===== config.mk =====
export PLATFORM = sky130hd
export DESIGN_NAME = seg7_scan_driver
export DESIGN_NICKNAME = d
export VERILOG_FILES = /design/src/rtl/seg7_pkg.sv /design/src/rtl/hex_to_seg7.sv /design/src/rtl/seg7_scan_driver.sv
export SDC_FILE = /design/constraint.sdc
export NUM_CORES = 1
export LEC_CHECK = 0
export ABC_AREA = 1
export BUFFER_PORTS_ARGS = -buffer_cell sky130_fd_sc_hd__clkbuf_2
export CAP_MARGIN = 20
export CORE_ASPECT_RATIO = 0.8
export CORE_MARGIN = 2
export CORE_UTILIZATION = 61
export CTS_CLUSTER_SIZE = 24
export DETAILED_ROUTE_END_ITERATION = 8
export GPL_ROUTABILITY_DRIVEN = 0
export HOLD_SLACK_MARGIN = 0.03
export PLACE_DENSITY = 0.84
export SETUP_SLACK_MARGIN = 0.02
export SLEW_MARGIN = 15
export SYNTH_ARGS = -nofsm -noshare
export SYNTH_HDL_FRONTEND = slang
export SYNTH_SLANG_ARGS = --single-unit

===== constraint.sdc =====
create_clock -name ck -period 5.4 [get_ports ck]
set_input_delay 0 -clock ck [delete_from_list [all_inputs] [get_ports ck]]
set_output_delay 0 -clock ck [all_outputs]
set_load 0.02 [all_outputs]

===== src/rtl/seg7_pkg.sv =====
// Shared constants, digit type and helpers for the 8-digit 7-segment scan driver.
package seg7_pkg;

  localparam int unsigned NUM_DIGITS = 8;
  localparam logic [6:0]  SEG_BLANK  = 7'h7F;

  typedef logic [3:0] digit_t;

  // Active-low segment patterns, bit order {g,f,e,d,c,b,a}
  localparam logic [6:0] SEG_0 = 7'b1000000;
  localparam logic [6:0] SEG_1 = 7'b1111001;
  localparam logic [6:0] SEG_2 = 7'b0100100;
  localparam logic [6:0] SEG_3 = 7'b0110000;
  localparam logic [6:0] SEG_4 = 7'b0011001;
  localparam logic [6:0] SEG_5 = 7'b0010010;
  localparam logic [6:0] SEG_6 = 7'b0000010;
  localparam logic [6:0] SEG_7 = 7'b1111000;
  localparam logic [6:0] SEG_8 = 7'b0000000;
  localparam logic [6:0] SEG_9 = 7'b0010000;
  localparam logic [6:0] SEG_A = 7'b0001000;
  localparam logic [6:0] SEG_B = 7'b0000011;
  localparam logic [6:0] SEG_C = 7'b1000110;
  localparam logic [6:0] SEG_D = 7'b0100001;
  localparam logic [6:0] SEG_E = 7'b0000110;
  localparam logic [6:0] SEG_F = 7'b0001110;

  // Index of the most significant nonzero digit, 0 when every digit is zero
  function automatic logic [2:0] msd_of(input digit_t d [NUM_DIGITS]);
    logic [2:0] m;
    m = '0;
    for (int unsigned i = 0; i < NUM_DIGITS; i++)
      if (d[i] != '0) m = 3'(i);
    return m;
  endfunction

endpackage


===== src/rtl/hex_to_seg7.sv =====
// Combinational 4-bit value to active-low {g,f,e,d,c,b,a} segment decoder.
module hex_to_seg7
  import seg7_pkg::*;
(
  input  digit_t     digit,
  output logic [6:0] seg
);

  always_comb begin
    seg = SEG_BLANK;
    unique case (digit)
      4'h0: seg = SEG_0;
      4'h1: seg = SEG_1;
      4'h2: seg = SEG_2;
      4'h3: seg = SEG_3;
      4'h4: seg = SEG_4;
      4'h5: seg = SEG_5;
      4'h6: seg = SEG_6;
      4'h7: seg = SEG_7;
      4'h8: seg = SEG_8;
      4'h9: seg = SEG_9;
      4'hA: seg = SEG_A;
      4'hB: seg = SEG_B;
      4'hC: seg = SEG_C;
      4'hD: seg = SEG_D;
      4'hE: seg = SEG_E;
      4'hF: seg = SEG_F;
    endcase
  end

endmodule


===== src/rtl/seg7_scan_driver.sv =====
// Time-multiplexed common-anode 8-digit scan driver with once-per-frame snapshot.
// Optional macro LEADING_ZERO_BLANK_EN darkens slots above the most significant nonzero digit.
module seg7_scan_driver
  import seg7_pkg::*;
#(
  parameter int unsigned CLK_DIV = 100000
) (
  input  logic       ck,
  input  logic       reset,
  input  logic [3:0] digit0,
  input  logic [3:0] digit1,
  input  logic [3:0] digit2,
  input  logic [3:0] digit3,
  input  logic [3:0] digit4,
  input  logic [3:0] digit5,
  input  logic [3:0] digit6,
  input  logic [3:0] digit7,
  input  logic [7:0] dp_in,
  output logic [7:0] an,
  output logic [6:0] seg,
  output logic       dp,
  output logic       frame_start
);

  localparam int unsigned PW = (CLK_DIV > 1) ? $clog2(CLK_DIV) : 1;

  logic [PW-1:0] prescaler;
  logic [2:0]    index;
  logic [2:0]    index_next;
  logic          primed;
  logic          tick;
  logic          load;
  logic          lit;
  digit_t        in_digits [NUM_DIGITS];
  digit_t        snap      [NUM_DIGITS];
  digit_t        snap_next [NUM_DIGITS];
  logic [7:0]    dp_snap;
  logic [7:0]    dp_snap_next;
  logic [6:0]    dec_seg;

  assign in_digits[0] = digit0;
  assign in_digits[1] = digit1;
  assign in_digits[2] = digit2;
  assign in_digits[3] = digit3;
  assign in_digits[4] = digit4;
  assign in_digits[5] = digit5;
  assign in_digits[6] = digit6;
  assign in_digits[7] = digit7;

  assign tick = (prescaler == PW'(CLK_DIV - 1));
  // The first edge after reset also counts as a frame boundary
  assign load = (tick && index == 3'd7) || !primed;

  always_comb begin
    index_next   = tick ? index + 3'd1 : index;
    snap_next    = load ? in_digits : snap;
    dp_snap_next = load ? dp_in : dp_snap;
  end

  hex_to_seg7 u_dec (
    .digit (snap_next[index_next]),
    .seg   (dec_seg)
  );

`ifdef LEADING_ZERO_BLANK_EN
  assign lit = (index_next <= msd_of(snap_next));
`else
  assign lit = 1'b1;
`endif

  // Outputs come from next-state values so they switch on the same edge as index
  always_ff @(posedge ck or posedge reset) begin
    if (reset) begin
      prescaler   <= '0;
      index       <= '0;
      primed      <= 1'b0;
      dp_snap     <= '0;
      for (int unsigned i = 0; i < NUM_DIGITS; i++) snap[i] <= '0;
      an          <= '1;
      seg         <= SEG_BLANK;
      dp          <= 1'b1;
      frame_start <= 1'b0;
    end else begin
      prescaler   <= tick ? '0 : prescaler + PW'(1);
      index       <= index_next;
      primed      <= 1'b1;
      snap        <= snap_next;
      dp_snap     <= dp_snap_next;
      an          <= lit ? ~(8'd1 << index_next) : '1;
      seg         <= lit ? dec_seg : SEG_BLANK;
      dp          <= lit ? ~dp_snap_next[index_next] : 1'b1;
      frame_start <= load;
    end
  end

endmodule

==> results.json <==
{
  "cp-startpoint": "prescaler[1]",
  "port-buffer-count": 58,
  "worstMarginPinSlew_ps": 958,
  "layout-drive-gt1-share_pct": 21.5,
  "cts_buffers": 9,
  "end_kind": "register",
  "dpl_cell_area_mm2": 0.00434,
  "leakage_nw": 2.61,
  "finClkSkew_ps": 11.1,
  "avgRoutedWirePerCell_um": 14.6,
  "yosysTopAreaCell": "dfrtp_1",
  "postCtsSetupRepairBufs": 0,
  "nFillCells": 428,
  "synth_area_mm2": 0.00407,
  "ir_drop_v": 0.000181,
  "clkTransAtPathRegs_ps": 80,
  "syn_nets": 537,
  "crit_type": "register to register",
  "clk_latency_ps": 360,
  "drv_slew": 0,
  "setup_viol": 0,
  "setup_ws_ps": 1960,
  "ys_ff_latch": 78,
  "slowest_stage": "nand2_4",
  "antenna_found_initial": 0,
  "cp_cell_sequence": "ha_1, nand3_1, inv_1, nand4_4, nand2_4, nand2_1, nand2_1, nand2_1, nand2_1, inv_1, nand3_1, nand2_2, inv_1, ha_1, nand3_1, nand2_1, nand2_1, nand2_1",
  "dr.pass1.iters": 5,
  "placedCellCount": 614,
  "clk_path_buf_depth": 2,
  "vias": 3671,
  "grt_pass1_wl_mm": 16.2,
  "postRouteAntennaNets": 0,
  "wl_mm": 9.82,
  "area_growth_pct": 21.6,
  "fp.dieW_um": 95.3,
  "layout_common_cells": "165 x nand2_1, 66 x nand3_1, 62 x dfrtp_1",
  "grt_max_degree": 79,
  "p_per_area_mw_per_mm2": 252,
  "drv_cap": 0,
  "grt_overflow_total": 0,
  "min_from": "digit2[1]",
  "slew-limit-headroom_pct": 36.1,
  "whs_ps": 414,
  "antenna_cells_inserted": 0,
  "required_ps": 5700,
  "ios": 59,
  "cts.sinks": 78,
  "cp_common_cell": "nand2_1",
  "fin_area_mm2": 0.00494,
  "chipHeight_um": 77.0,
  "crit_path_max_incr_delay_ps": 600,
  "grt_pass1_vias": 3519,
  "setup-tns-final_ps": 0,
  "core_mm2": 0.00641,
  "layout.cells.non_filler": 671,
  "crit_arrival_ps": 3730,
  "fin_crit_ps": 3440,
  "grt_use_total_pct": 28.7,
  "yosysSeqAreaShare_pct": 48.5,
  "syn_area_per_cell_um2": 8.36,
  "start_util_pct": 63.4,
  "drc": 0,
  "hpwlAfterDp_mm": 6.23,
  "critical_path.max_fanout": 46,
  "synth_top_area_share_pct": 38.2,
  "nets": 633,
  "placement_rows": 26,
  "drtIter0Drc": 416,
  "cts_max_level": 3,
  "critPathLaunchType": "register",
  "synth.area.top_cells": "dfrtp_1 38%, nand2_1 15%, dfstp_2 10%, nand3_1 8.1%, inv_1 4.3%",
  "ys_types": 46,
  "status": "completed",
  "timing.final.crit_share_pct": 63.7,
  "hold_violations": 0,
  "cts.root.buffer_cell": "clkbuf_8",
  "hp-class": "input pin to register",
  "max_freq_ghz": 0.291,
  "cts_tree": "yes",
  "synth_warnings": 0,
  "final_common_cell": "nand2_1",
  "dieArea_mm2": 0.00734,
  "rsz0062_at_grt": "no",
  "syn_inst": 486,
  "crit-reg2reg-launch": "prescaler[1]",
  "viasPerCell": 5.47,
  "place_ws_ps": 2090
}
-- state kept, by name, indices dropped and copies added, names as in the netlist, 3 cells and up --
register / count
snap: 32
dp_snap: 8
seg: 7
an: 8
index: 3
prescaler: 17
-- repair_timing --
| action | in CTS | in global routing |
|---|---|---|
| hold endpoints to repair | 102 | 0 |
| resized for setup | 0 | 0 |
| hold buffers | 41 | 0 |
| endpoints found under the setup margin | 0 | 0 |
-- metal layers --
layer / vias up / global-route usage [%] / share of wire [%]
met5: - / 0 / 0
met3: 23 / 7.86 / 7.5
met1: 1748 / 38.1 / 44
li1: 1733 / - / -
met2: 167 / 45.4 / 46
met4: 0 / 9.86 / 2.0
-- synthesized netlist by cell type, drive strengths merged --
cell type  count
nand2        179
nand3         69
dfrtp         62
inv           51
nor2          38
dfstp         16
buf           13
o21ai         10
ha             9
a21oi          7
nor3           5
a211oi         3
clkbuf         3
nand4          3
o21a           3
xor2           3
a31oi          2
a311oi         1
clkinv         1
conb           1
mux2i          1
nand3b         1
nor4           1
o211a          1
o211ai         1
o22ai          1
o31ai          1
-- worst max-delay path: cells and delay by family (launching register included) --
family	cells	cell delay, ps
fa+ha+maj	2	380
buf+inv	3	440
flops	1	380
simple gates	13	2170
-- cells by family (layout without fill, tap and decap cells) --
kind of cell,count (synthesis),count (layout),share of synthesized area [%]
buffers and inverters,68,169,8.19
DFF,78,78,48.5
AOI/OAI and AO/OA,30,30,5.33
other,1,1,0.0922
adders and majority gates,9,9,2.77
muxes,1,1,0.246
and+or+nand+nor,296,296,34.2
xor gates and xnor gates,3,3,0.646
-- power by group --
part           internal [mW]  total [mW]  switching [mW]  leakage [nW]
Sequential             0.626       0.636          0.0110         0.939
Clock                  0.216       0.432           0.217        0.0939
Combinational         0.0726       0.179           0.107          1.58
-- final cells by class --
class                      count  area (um^2)  area share (%)
multi-input combinational    340         1760            35.6
clock buffer                  11          131            2.66
inverter                      52          198            4.00
clock inverter                 5         60.1            1.22
timing repair buffer         101          716            14.5
tap                           84          105            2.13
sequential                    78         1970            39.9
-- metrics by stage --
step	power [mW]	util (%)
global route	1.30	77.1
floorplan	0.753	-
finish	1.25	77.1
CTS	1.25	77.1
detailed placement	0.798	67.7
global placement	0.793	67.7
-- worst paths after layout --
kind | endpoint | slack, ps | cells past startpoint
max in group asynchronous | snap[28] | 4310 | 4
setup / recovery | seg[3] | 1960 | 18
hold reg to reg | prescaler[0] | 470 | 1
setup reg to reg | seg[3] | 1960 | 18
min in group asynchronous | dp_snap[1] | 440 | 4
hold / removal | snap[21] | 410 | 4
Note: power is estimated with default switching activity, not from simulation.
